<file path="config.mk">
export PLATFORM = sky130hd
export DESIGN_NAME = st2mm_cpl_tracker
export DESIGN_NICKNAME = d
export VERILOG_FILES = /design/src/rtl/st2mm_pkg.sv /design/src/rtl/st2mm_cpl_slot_ram.sv /design/src/rtl/st2mm_cpl_tracker.sv
export SDC_FILE = /design/constraint.sdc
export NUM_CORES = 1
export LEC_CHECK = 0
export ABC_AREA = 1
export BUFFER_PORTS_ARGS = -buffer_cell sky130_fd_sc_hd__buf_2
export CORE_MARGIN = 10
export CORE_UTILIZATION = 35
export CTS_BUF_LIST = sky130_fd_sc_hd__clkbuf_16
export DETAILED_ROUTE_END_ITERATION = 10
export HOLD_SLACK_MARGIN = 0.1
export MAX_ROUTING_LAYER = met4
export SLEW_MARGIN = 10
export SYNTH_ARGS = -nofsm -noshare
export SYNTH_HDL_FRONTEND = slang
export SYNTH_SLANG_ARGS = --single-unit
</file>
<file path="constraint.sdc">
create_clock -name clk -period 3.85 [get_ports clk]
set_input_delay 0.1925 -clock clk [delete_from_list [all_inputs] [get_ports clk]]
set_output_delay 0.1925 -clock clk [all_outputs]
set_load 0.03 [all_outputs]
</file>
<file path="src/rtl/st2mm_pkg.sv">
// Shared types for the streaming-to-MMIO read path: AXI response codes,
// completion header info and completion status encodings.
package st2mm_pkg;

  typedef enum logic [1:0] {
    RESP_OKAY   = 2'b00,
    RESP_EXOKAY = 2'b01,
    RESP_SLVERR = 2'b10,
    RESP_DECERR = 2'b11
  } e_resp;

  typedef struct packed {
    logic [15:0] requester_id;
    logic [7:0]  tag;
    logic [6:0]  lower_addr;
    logic [11:0] byte_count;
  } t_cpl_hdr_info;

  localparam int CPL_HDR_INFO_WIDTH = $bits(t_cpl_hdr_info);

  localparam logic [2:0] CPL_SC = 3'b000;
  localparam logic [2:0] CPL_UR = 3'b001;
  localparam logic [2:0] CPL_CA = 3'b100;

  typedef enum logic [1:0] {
    SLOT_FREE = 2'b00,
    SLOT_PEND = 2'b01,
    SLOT_DONE = 2'b10
  } e_slot_state;

  function automatic logic [2:0] resp_to_status(input e_resp r);
    case (r)
      RESP_SLVERR: return CPL_CA;
      RESP_DECERR: return CPL_UR;
      default:     return CPL_SC;
    endcase
  endfunction

endpackage

</file>
<file path="src/rtl/st2mm_cpl_slot_ram.sv">
// Flop-based tracker slots: allocate port, response/timeout port, retire
// port, async read at head plus a state/generation lookup for response matching.
module st2mm_cpl_slot_ram
  import st2mm_pkg::*;
#(
  parameter  int NUM_SLOTS = 8,
  parameter  int DATA_W    = 64,
  localparam int IDX_W     = $clog2(NUM_SLOTS)
) (
  input  logic               clk,
  input  logic               rst_n,
  input  logic               alloc_en,
  input  logic [IDX_W-1:0]   alloc_idx,
  input  t_cpl_hdr_info      alloc_hdr,
  input  logic               alloc_gen,
  input  logic               done_en,
  input  logic [IDX_W-1:0]   done_idx,
  input  logic [2:0]         done_status,
  input  logic [DATA_W-1:0]  done_data,
  input  logic               free_en,
  input  logic [IDX_W-1:0]   free_idx,
  input  logic [IDX_W-1:0]   head_idx,
  output e_slot_state        head_state,
  output t_cpl_hdr_info      head_hdr,
  output logic [2:0]         head_status,
  output logic [DATA_W-1:0]  head_data,
  input  logic [IDX_W-1:0]   look_idx,
  output e_slot_state        look_state,
  output logic               look_gen
);

  logic [NUM_SLOTS-1:0][1:0]                    state_vec;
  logic [NUM_SLOTS-1:0]                         gen_vec;
  logic [NUM_SLOTS-1:0][CPL_HDR_INFO_WIDTH-1:0] hdr_vec;
  logic [NUM_SLOTS-1:0][2:0]                    sts_vec;
  logic [NUM_SLOTS-1:0][DATA_W-1:0]             dat_vec;

  for (genvar s = 0; s < NUM_SLOTS; s++) begin : g_slot
    logic          a_hit, d_hit, f_hit;
    e_slot_state   st_q;
    logic          gen_q;
    t_cpl_hdr_info hdr_q;
    logic [2:0]    sts_q;
    logic [DATA_W-1:0] dat_q;

    assign a_hit = alloc_en & (alloc_idx == IDX_W'(s));
    assign d_hit = done_en  & (done_idx  == IDX_W'(s));
    assign f_hit = free_en  & (free_idx  == IDX_W'(s));

    // Allocate beats retire: when full, the retiring slot is re-used in the same cycle.
    always_ff @(posedge clk or negedge rst_n) begin
      if (!rst_n) begin
        st_q  <= SLOT_FREE;
        gen_q <= 1'b0;
      end else if (a_hit) begin
        st_q  <= SLOT_PEND;
        gen_q <= alloc_gen;
      end else if (d_hit) begin
        st_q  <= SLOT_DONE;
      end else if (f_hit) begin
        st_q  <= SLOT_FREE;
      end
    end

    always_ff @(posedge clk) begin
      if (a_hit) hdr_q <= alloc_hdr;
      if (d_hit) begin
        sts_q <= done_status;
        dat_q <= done_data;
      end
    end

    assign state_vec[s] = st_q;
    assign gen_vec[s]   = gen_q;
    assign hdr_vec[s]   = hdr_q;
    assign sts_vec[s]   = sts_q;
    assign dat_vec[s]   = dat_q;
  end

  assign head_state  = e_slot_state'(state_vec[head_idx]);
  assign head_hdr    = t_cpl_hdr_info'(hdr_vec[head_idx]);
  assign head_status = sts_vec[head_idx];
  assign head_data   = dat_vec[head_idx];
  assign look_state  = e_slot_state'(state_vec[look_idx]);
  assign look_gen    = gen_vec[look_idx];

endmodule

</file>
<file path="src/rtl/st2mm_cpl_tracker.sv">
// In-order completion tracker for MMIO reads issued on AXI: allocates IDs,
// matches out-of-order read data, times out the head, emits completions in order.
module st2mm_cpl_tracker
  import st2mm_pkg::*;
#(
  parameter  int MMIO_DATA_WIDTH = 64,
  parameter  int MAX_OUTSTANDING = 8,
  parameter  int TIMEOUT_CYCLES  = 4096,
  localparam int IDX_W           = $clog2(MAX_OUTSTANDING),
  localparam int ID_W            = IDX_W + 1
) (
  input  logic                       clk,
  input  logic                       rst_n,
  input  logic                       req_valid,
  output logic                       req_ready,
  input  t_cpl_hdr_info              req_hdr,
  output logic [ID_W-1:0]            req_id,
  input  logic                       rvalid,
  output logic                       rready,
  input  logic [ID_W-1:0]            rid,
  input  e_resp                      rresp,
  input  logic [MMIO_DATA_WIDTH-1:0] rdata,
  output logic                       cpl_valid,
  input  logic                       cpl_ready,
  output t_cpl_hdr_info              cpl_hdr,
  output logic [2:0]                 cpl_status,
  output logic [MMIO_DATA_WIDTH-1:0] cpl_data,
  output logic [15:0]                stray_rsp_cnt,
  output logic [15:0]                timeout_cnt
);

  localparam int               AGE_W   = $clog2(TIMEOUT_CYCLES);
  localparam logic [AGE_W-1:0] AGE_MAX = AGE_W'(TIMEOUT_CYCLES - 1);

  logic [ID_W-1:0]            head_q, tail_q, count;
  logic [AGE_W-1:0]           age_q;
  logic                       rdy_en_q;
  logic                       alloc, retire, match, stray, tmo, head_pend;
  e_slot_state                head_state, look_state;
  logic                       look_gen;
  t_cpl_hdr_info              head_hdr;
  logic [2:0]                 head_status;
  logic [MMIO_DATA_WIDTH-1:0] head_data;
  logic                       done_en;
  logic [IDX_W-1:0]           done_idx;
  logic [2:0]                 done_status;
  logic [MMIO_DATA_WIDTH-1:0] done_data;

  assign count     = tail_q - head_q;
  assign retire    = cpl_valid & cpl_ready;
  // A retire in this cycle frees a slot, so a full tracker may still accept.
  assign req_ready = rdy_en_q & ((count < ID_W'(MAX_OUTSTANDING)) | retire);
  assign req_id    = tail_q;
  assign rready    = rdy_en_q;
  assign alloc     = req_valid & req_ready;

  assign match     = rvalid & rready & (look_state == SLOT_PEND) & (look_gen == rid[IDX_W]);
  assign stray     = rvalid & rready & ~match;
  assign head_pend = (count != '0) & (head_state == SLOT_PEND);
  // The response port is shared: a timeout yields to any matched beat and
  // retries next cycle (age holds at its limit), so the head response wins.
  assign tmo       = head_pend & (age_q == AGE_MAX) & ~match;

  assign done_en     = match | tmo;
  assign done_idx    = match ? rid[IDX_W-1:0] : head_q[IDX_W-1:0];
  assign done_status = match ? resp_to_status(rresp) : CPL_CA;
  assign done_data   = match ? rdata : '1;

  st2mm_cpl_slot_ram #(
    .NUM_SLOTS (MAX_OUTSTANDING),
    .DATA_W    (MMIO_DATA_WIDTH)
  ) u_slot_ram (
    .clk         (clk),
    .rst_n       (rst_n),
    .alloc_en    (alloc),
    .alloc_idx   (tail_q[IDX_W-1:0]),
    .alloc_hdr   (req_hdr),
    .alloc_gen   (tail_q[IDX_W]),
    .done_en     (done_en),
    .done_idx    (done_idx),
    .done_status (done_status),
    .done_data   (done_data),
    .free_en     (retire),
    .free_idx    (head_q[IDX_W-1:0]),
    .head_idx    (head_q[IDX_W-1:0]),
    .head_state  (head_state),
    .head_hdr    (head_hdr),
    .head_status (head_status),
    .head_data   (head_data),
    .look_idx    (rid[IDX_W-1:0]),
    .look_state  (look_state),
    .look_gen    (look_gen)
  );

  always_ff @(posedge clk or negedge rst_n) begin
    if (!rst_n) begin
      rdy_en_q      <= 1'b0;
      head_q        <= '0;
      tail_q        <= '0;
      age_q         <= '0;
      stray_rsp_cnt <= '0;
      timeout_cnt   <= '0;
    end else begin
      rdy_en_q <= 1'b1;
      if (alloc)  tail_q <= tail_q + 1'b1;
      if (retire) head_q <= head_q + 1'b1;
      if (retire || count == '0)                age_q <= '0;
      else if (head_pend && age_q != AGE_MAX)   age_q <= age_q + 1'b1;
      if (stray && stray_rsp_cnt != 16'hFFFF)   stray_rsp_cnt <= stray_rsp_cnt + 16'd1;
      if (tmo && timeout_cnt != 16'hFFFF)       timeout_cnt   <= timeout_cnt + 16'd1;
    end
  end

  // Completion output stage: loads from the head only while empty, so fields
  // hold under backpressure; a handshake empties it for one cycle.
  always_ff @(posedge clk or negedge rst_n) begin
    if (!rst_n) begin
      cpl_valid  <= 1'b0;
      cpl_hdr    <= '0;
      cpl_status <= '0;
      cpl_data   <= '0;
    end else if (retire) begin
      cpl_valid  <= 1'b0;
    end else if (!cpl_valid) begin
      cpl_valid  <= (count != '0) && (head_state == SLOT_DONE);
      cpl_hdr    <= head_hdr;
      cpl_status <= head_status;
      cpl_data   <= head_data;
    end
  end

endmodule
</file>
After elaboration in Yosys (flattened, before gate mapping)
Index checks and enable logic that the tools add are counted.

Add/subtract/negate cells: 6. Equal/unequal tests: 31. Reductions and logical operators: 20. Muxes and demuxes: 44. Bitwise operators: 39. Magnitude comparators: 3.

Operators by type and width (count): $bmux W64 S3 (1); $bmux W43 S3 (1); $mux W64 (2); $mux W2 (26); $mux W43 (1); $eq A3 B3 Y1 const B (12); $and A1 B1 Y1 (34); $add A16 B1 Y16 const B (2); $ne A16 B16 Y1 const B (2); $mux W12 (2); $reduce_bool A3 Y1 (8); $eq A3 B2 Y1 const B (6); $add A12 B1 Y12 const B (1); $bmux W2 S3 (2); $eq A12 B12 Y1 const B (1); $ne A12 B12 Y1 const B (1); $bmux W3 S3 (1); $eq A3 B1 Y1 const B (3); $logic_not A3 Y1 (3); $mux W3 (3); $add A4 B1 Y4 const B (2); $lt A3 B4 Y1 const B (2); $eq A2 B2 Y1 const B (3); $pmux W3 S2 (1); 14 further kinds (23).

Output and inout bits: 149. Logic and storage cells: 220. Input port bits: 118. Bits in registers: 1068.

Depth between registers and ports, before layout
Gate-level depths: netlist of the first run.

Depth after elaboration: 11. Mapped depth: 17. Depth with buffers taken out: 16.

Modules after synthesis
A second synthesis of the first run with hierarchy kept.

Cell total of the unflattened synthesis: 4803. Area, all modules: 47879.7 um2.

Modules (own cells, without submodules): st2mm_cpl_slot_ram (cells each 4064, instances 1, area an instance 39904.5 um2, seq. area each 27025.9 um2); st2mm_cpl_tracker (cells each 739, instances 1, area an instance 7975.1 um2, seq. area each 4103.9 um2).

Least setup slack after synthesis of the first run
OpenSTA, ideal clock, no wires.

Path type: reg2reg. Start: register head_q[1]. End: register u_slot_ram.g_slot[0].hdr_q[0] in the netlist's numbering (enable). Clock period less this slack: 4294 ps. Setup time: 442 ps. Path slack: -444 ps. Required time: 3408 ps. Arrival time: 3852 ps. Stages on the path, launching flop included: 12. Path buffers: 2. Path through: dfrtp_1 inv_2 clkbuf_1 clkbuf_1 ha_1 nand3_1 nand3_1 nand3_1 nand2_1 inv_2 nand2_2 nor3_2.

Word-level cells in the longest chain between the ends: 6.

Ends and longest elaborated chain: start: declaration (line st2mm_cpl_tracker.sv:35) `logic [ID_W-1:0] head_q, tail_q, count;`; start signal: assignment (line st2mm_cpl_tracker.sv:106) `if (retire) head_q <= head_q + 1'b1;`; $sub A4 B4 Y4 (line st2mm_cpl_tracker.sv:49) `assign count = tail_q - head_q;`; $lt A4 B4 Y1 (line st2mm_cpl_tracker.sv:52) `assign req_ready = rdy_en_q & ((count < ID_W'(MAX_OUTSTANDING)) | retire);`; $or A1 B1 Y1 (line st2mm_cpl_tracker.sv:52); $and A1 B1 Y1 (line st2mm_cpl_tracker.sv:52); via req_ready (line st2mm_cpl_tracker.sv:15) `output logic req_ready,`; $and A1 B1 Y1 (line st2mm_cpl_tracker.sv:55) `assign alloc = req_valid & req_ready;`; $and A1 B1 Y1 (line st2mm_cpl_slot_ram.sv:46) `assign a_hit = alloc_en & (alloc_idx == IDX_W'(s));`; via u_slot_ram.g_slot[0].a_hit (line st2mm_cpl_slot_ram.sv:39) `logic a_hit, d_hit, f_hit;`; end signal: assignment (line st2mm_cpl_slot_ram.sv:66) `if (a_hit) hdr_q <= alloc_hdr;`; end: declaration (line st2mm_cpl_slot_ram.sv:42) `t_cpl_hdr_info hdr_q;`.

The timed path passes the listed nets, and every way through them passes these cells. A chain may end at the register's enable or synchronous reset.

Final worst setup path of the first run
Start: register tail_q[2] (netlist: req_id[2]). End: register u_slot_ram.g_slot[3].dat_q[57] (enable).

Word-level cells in the longest chain between the ends: 7.

Ends and longest elaborated chain: start: declaration (line st2mm_cpl_tracker.sv:35); start signal: assignment (line st2mm_cpl_tracker.sv:105) `if (alloc) tail_q <= tail_q + 1'b1;`; $sub A4 B4 Y4 (line st2mm_cpl_tracker.sv:49); $reduce_bool A4 Y1 (line st2mm_cpl_tracker.sv:59) `assign head_pend = (count != '0) & (head_state == SLOT_PEND);`; $and A1 B1 Y1 (line st2mm_cpl_tracker.sv:59); $and A1 B1 Y1 (2 in a row) (line st2mm_cpl_tracker.sv:62) `assign tmo = head_pend & (age_q == AGE_MAX) & ~match;`; $or A1 B1 Y1 (line st2mm_cpl_tracker.sv:64) `assign done_en = match | tmo;`; $and A1 B1 Y1 (line st2mm_cpl_slot_ram.sv:47) `assign d_hit = done_en & (done_idx == IDX_W'(s));`; via u_slot_ram.g_slot[3].d_hit (line st2mm_cpl_slot_ram.sv:39); end signal: assignment (line st2mm_cpl_slot_ram.sv:69) `dat_q <= done_data;`; end: declaration (line st2mm_cpl_slot_ram.sv:44) `logic [DATA_W-1:0] dat_q;`.

The timed path passes the listed nets, and every way through them passes these cells.

==> results of run 1 <==
-- synthesized netlist by cell type, drive strengths merged --
cell,number
or2,69
a21oi,39
nor2,443
o32ai,1
dfrtp,187
edfxtp,872
o21ai,426
buf,46
o31ai,1
nand2,490
xnor2,9
xor2,27
conb,2
o21a,1
nand3b,2
clkinv,2
nor3,18
o22ai,33
o221ai,159
nor4,4
clkbuf,160
a221oi,10
o211ai,24
nand4,24
mux2i,1
inv,105
nand3,154
ha,18
-- metrics by stage --
stage,cell area (µm²),hold slack [ns]
floorplan,42100,-0.103
global placement,45300,0.258
detailed placement,45300,0.255
CTS,50000,0.130
global route,50000,0.182
finish,50000,0.121
-- routing by layer --
metal	track usage [%]	up-vias
met5	-	-
li1	-	12800
met1	22.4	13600
met3	3.04	184
met2	25.5	861
met4	4.62	0
-- kinds of logic (layout without fill, tap and decap cells) --
kind of cell	count (synthesis)	count (layout)	synth area share, %
buffers and inverters	313	756	2.98
DFF	1059	1059	73.3
other	2	10	0.0178
adders and majority gates	18	18	0.535
and+or+nand+nor	1204	1204	12.2
muxes	1	1	0.0238
xor gates and xnor gates	36	36	0.749
AOI/OAI and AO/OA	694	694	10.1
-- critical path, stage by stage, from the launching register on --
cell	delay, ns
dfrtp_1	0.65
ha_1	0.35
a21oi_1	0.21
nand3_1	0.12
nand2_1	0.08
nand2_1	0.07
nand3_2	0.11
nor2_2	0.06
nor2_2	0.26
nor2_4	0.10
nand2_2	0.16
clkinvlp_4	0.43
buf_12	0.35
-- layout make-up --
type                            instances  area, µm²
Multi-Input combinational cell       1955      10000
Clock inverter                         99        768
Tap cell                             1612       2020
Sequential cell                      1059      30900
Inverter                              107        454
Timing Repair Buffer                  438       3080
Fill cell                           11000      69600
Clock buffer                          112       2800
Antenna cell                            8       20.0
-- registers in the layout (all words and copies together) (netlist names) --
signal	count
u_slot_ram.g_slot.dat_q	512
u_slot_ram.g_slot.hdr_q	344
cpl_data	64
cpl_hdr	43
stray_rsp_cnt	16
timeout_cnt	16
u_slot_ram.g_slot.st_q	16
u_slot_ram.g_slot.sts_q	16
age_q	12
u_slot_ram.g_slot.gen_q	8
head_q	4
req_id	4
cpl_status	2
cpl_valid	1
rready	1
-- repair_timing --
item,4_1_cts,5_1_grt
hold buffers,112,0
hold endpoints to repair,956,0
resized for setup,0,0
-- report_power, final --
| part | total, mW | internal (mW) | switching (mW) |
|---|---|---|---|
| clock network | 10.4 | 5.85 | 4.53 |
| registers | 14.3 | 13.7 | 0.671 |
| logic | 11.7 | 3.18 | 8.56 |
| total | 36.4 | 22.7 | 13.8 |
-- how the worst min path moves through the flow --
stage | from | end | cells past startpoint
after floorplan | rst_n | age_q[0] | 0
after global placement | rst_n | cpl_hdr[35] | 1
after detailed placement | rst_n | cpl_hdr[35] | 1
after CTS | rid[2] | u_slot_ram.g_slot[0].st_q[1] | 6
after global routing | rid[2] | u_slot_ram.g_slot[0].st_q[1] | 6
final | rst_n | cpl_hdr[35] | 2
==> impl_metrics.ini, run 1 <==
[critical_path]
cp-startpoint = req_id[2]
endpoint = u_slot_ram.g_slot[3].dat_q[57]
crit_path_start_kind = flop
timing.rr.end = u_slot_ram.g_slot[3].dat_q[57]
reg2reg_depth = 12
cp-end-kind = flop
path_class = flop to flop
timing.rr.start = req_id[2]
crit_arrival_ns = 3.70
reg2reg_slack_ns = 0.59
path_max_fanout = 32
required_ns = 4.29

[clock_tree]
cts_inserted_buffers = 111
cts.sinks = 1059
cts_tree = yes
cts_htree_levels = 3
cts_setup_buffers = 0
clockBufferDepth = 3
worstSkewPairLatency_ns = 0.71
path_clk_slew_ns = 0.07
cts-root-buf = clkbuf_16

[cells_and_area]
layout_common_cells = edfxtp_1, nand2_1, nor2_1, o21ai_0, buf_2
nNetsFinal = 3808
final_util_pct = 41.8
final_common_cell = edfxtp_1
syn_to_final_growth_pct = 18.9
drive_above_1_share_pct = 16.5
fin_cells = 5390

[floorplanning]
ios = 267
start_util_pct = 35.2
dieArea_mm2 = 0.134
core_mm2 = 0.120
dieWidth_um = 367
die_h_um = 367
rows = 127

[yosys]
yosysWarnings = 0
syn_avg_cell_area_um2 = 12.6
synth-seq-area-share_pct = 73.3
synth_cell_types = 42
synth_top_area_share_pct = 62.2
synthesis.nets = 3463
ys_seq_elements = 1059
synth_area_leader_cell = edfxtp_1
synthTopCellsByArea = edfxtp_1, dfrtp_1, o21ai_0, nand2_1, nor2_1
synth_area_mm2 = 0.0421
synthCells = 3327

[global_route]
antenna_found_initial = 11
grt-ovfl-total = 0
grt_max_degree = 184
grt_pass1_wl_mm = 170
track_usage_pct = 16.6
grt_pass1_vias = 27300

[power_and_ir_drop]
p_per_area_mw_per_mm2 = 729
p_leak_nw = 18.2
ir_worst_vdd_v = 0.000832
power_mw = 36.4

[sta]
final-setup-viol-count = 0
rsz0062_at_grt = no
tightestPinTransition_ns = 1.17
post-route-min-period_ns = 3.26
finalHoldViolations = 0
fmax_mhz = 306
max_slew_margin_pct = 22.2
tns_ns = 0
final_max_slew_viol_count = 0
setup_ws_ns = 0.587
period_share_pct = 84.8
skew_ns = 0.0398

[run]
maxCapViolCount = 0

[detailed_routing]
vias = 27400
drt_iter0_drc = 2702
wl_met3_mm = 7.21
routedWlPerCell_um = 20.8
wl_met2_mm = 51.6
top_layer_used = met4
wirelength_mm = 112
first_pass_iters = 6
wl_met1_mm = 50.4
antenna_left = 0
drcViolationCount = 0
post_drt_via_cell_ratio = 5.08

[placement]
place.gp.congestion = 0.829
pre_cts_ws_ns = 0.579
dpl.hpwl_mm = 64.3
port_buffers = 265
dp.cells = 5059

[hold_path]
holdCritPathClass = primary input to asynchronous set/reset pin

[run_status]
outcome = complete, no violations
No activity file was read; power rests on OpenSTA's default activity.
==> inputs of run 2 (changes only) <==
==> constraint.sdc (replaced) <==
create_clock -name clk -period 3.2 [get_ports clk]
set_input_delay 0.16 -clock clk [delete_from_list [all_inputs] [get_ports clk]]
set_output_delay 0.16 -clock clk [all_outputs]
set_load 0.03 [all_outputs]
==> run 2 against run 1 <==
Compared with the run above:
- core utilization is 0.35 points higher
- maximum frequency up 11%
- worst hold slack better by 0.016 ns
- critical endpoint is now u_slot_ram.g_slot[1].dat_q[30]
- highest routed layer unchanged
- register-to-register slack got worse by 0.33 ns
==> impl_metrics.ini, run 2 (same netlist as run 1, synthesis figures left out) <==
[critical_path]
cp-end-kind = flop
path_class = flop to flop
cp_cell_sequence = inv_6 > buf_4 > nand3_1 > nand2_1 > nand3_2 > nor2_2 > nor2_4 > nor2_4 > nand2_2 > clkinvlp_4 > buf_12
crit_path_start_kind = flop
path_buf_inv = 4
cpLargestDelayFamily = buffers and inverters
crit_arrival_ns = 3.27
cpMostUsedCell = nor2_4
path_max_fanout = 66
required_ns = 3.53
critPathMaxStageDelay_ns = 0.50
crit_slowest_cell = dfrtp_4

[cells_and_area]
fill_cells = 11000
syn_to_final_growth_pct = 19.9
largest_reg_flops = 512
largest-register = u_slot_ram.g_slot.dat_q
nNetsFinal = 3825
drive_above_1_share_pct = 16.8
multiInputGateArea_mm2 = 0.0101
reg_top3 = u_slot_ram.g_slot.dat_q (512), u_slot_ram.g_slot.hdr_q (344), cpl_data (64)
final_common_cell = edfxtp_1
fin_cells = 5407
layout_common_cells = edfxtp_1, nand2_1, nor2_1, o21ai_0, buf_2
seqCellArea_mm2 = 0.0309

[sta]
tightestPinTransition_ns = 1.02
final_max_slew_viol_count = 0
tns_ns = 0
period_share_pct = 91.9
rsz0062_at_grt = no
fmax_mhz = 340
skew_ns = 0.0447
finalHoldViolations = 0
max_slew_margin_pct = 31.7
final-setup-viol-count = 0
post-route-min-period_ns = 2.94

[global_route]
track_usage_pct = 17.0
grt-ovfl-total = 0
grt_max_degree = 165
antenna_found_initial = 11
grt_pass1_wl_mm = 173
grt_pass1_vias = 27500

[power_and_ir_drop]
ir_worst_vdd_v = 0.00117
p_per_area_mw_per_mm2 = 879
p_leak_nw = 18.4

[placement]
dp.cells = 5071
place.gp.congestion = 0.858
port_buffers = 265
dpl.hpwl_mm = 66.0

[floorplanning]
die_h_um = 367
core_mm2 = 0.120
start_util_pct = 35.2
dieWidth_um = 367
dieArea_mm2 = 0.134
rows = 127
ios = 267

[detailed_routing]
drcViolationCount = 0
first_pass_iters = 5
post_drt_via_cell_ratio = 5.12
routedWlPerCell_um = 21.1
vias = 27700
wirelength_mm = 114
antenna_left = 0
drt_iter0_drc = 2515

[clock_tree]
clockBufferDepth = 3
cts_inserted_buffers = 111
worstSkewPairLatency_ns = 0.71
cts_tree = yes
cts-root-buf = clkbuf_16
path_clk_slew_ns = 0.06
cts.sinks = 1059
cts_htree_levels = 3

[hold_path]
holdCritPathClass = primary input to flop

[run]
maxCapViolCount = 0

[run_status]
outcome = complete, no violations
run 2: changes by cell type in the layout (fill, tap and decap cells not counted), sizes merged, moves of 4 or more:
cell	delta
clkinv	-5
inv	+8
clkinvlp	-7
buf	+12
bufinv	+4
dlygate4sd3	+5
run 2: stage by stage:
stage	power, mW	util, %	area [µm²]	setup slack [ns]	hold WS, ns
2_1_floorplan	26.8	-	42200	-0.0150	-0.136
3_3_place_gp	31.8	38.1	45600	0.240	0.251
3_5_place_dp	31.9	38.1	45600	0.257	0.257
4_1_cts	44.8	42.1	50400	0.226	0.128
5_1_grt	46.9	42.2	50400	0.109	0.159
6_report	44.3	42.2	50400	0.258	0.136
run 2: worst register-to-register path, cell delays in order (launching register included):
cell        delay [ns]
dfrtp_4           0.50
inv_6             0.07
buf_4             0.44
nand3_1           0.16
nand2_1           0.13
nand3_2           0.14
nor2_2            0.21
nor2_4            0.08
nor2_4            0.19
nand2_2           0.11
clkinvlp_4        0.10
buf_12            0.39
run 2: routing by layer:
metal	up-vias	GRT usage, %	share of wire (%)
met5	-	-	0
met4	0	5.95	3.1
met3	197	3.12	6.3
met2	872	26.2	46
met1	13800	22.4	44
li1	12800	-	-
run 2: worst paths after layout:
check / slack (ns) / cells past startpoint / start / end
max in group asynchronous: 1.26 / 4 / rst_n / cpl_data[24]
min reg2reg: 0.47 / 2 / cpl_data[42] / cpl_data[42]
max reg2reg: 0.26 / 11 / head_q[2] / u_slot_ram.g_slot[1].dat_q[30]
min: 0.14 / 2 / rresp[0] / u_slot_ram.g_slot[7].sts_q[2]
min in group asynchronous: 0.62 / 3 / rst_n / cpl_data[8]
max: 0.26 / 11 / head_q[2] / u_slot_ram.g_slot[1].dat_q[30]
run 2: area by class of cell:
type	instances	area share [%]
Sequential cell	1059	61.2
Inverter	107	0.910
Antenna cell	9	0.0446
Multi-Input combinational cell	1955	19.9
Timing Repair Buffer	455	6.73
Clock inverter	99	1.65
Tap cell	1612	4.00
Clock buffer	111	5.51
run 2: where the power goes:
part	leakage, nW	switching, mW	internal [mW]
registers	10.4	0.683	16.4
logic	6.09	10.6	4.01
clock network	1.87	5.37	7.27
run 2: repair_timing:
item / CTS / global route
endpoints found under the hold margin: 1011 / 0
buffers inserted: 0 / 0
hold buffers: 117 / 0
resized for setup: 0 / 0
endpoints found under the setup margin: 0 / 0
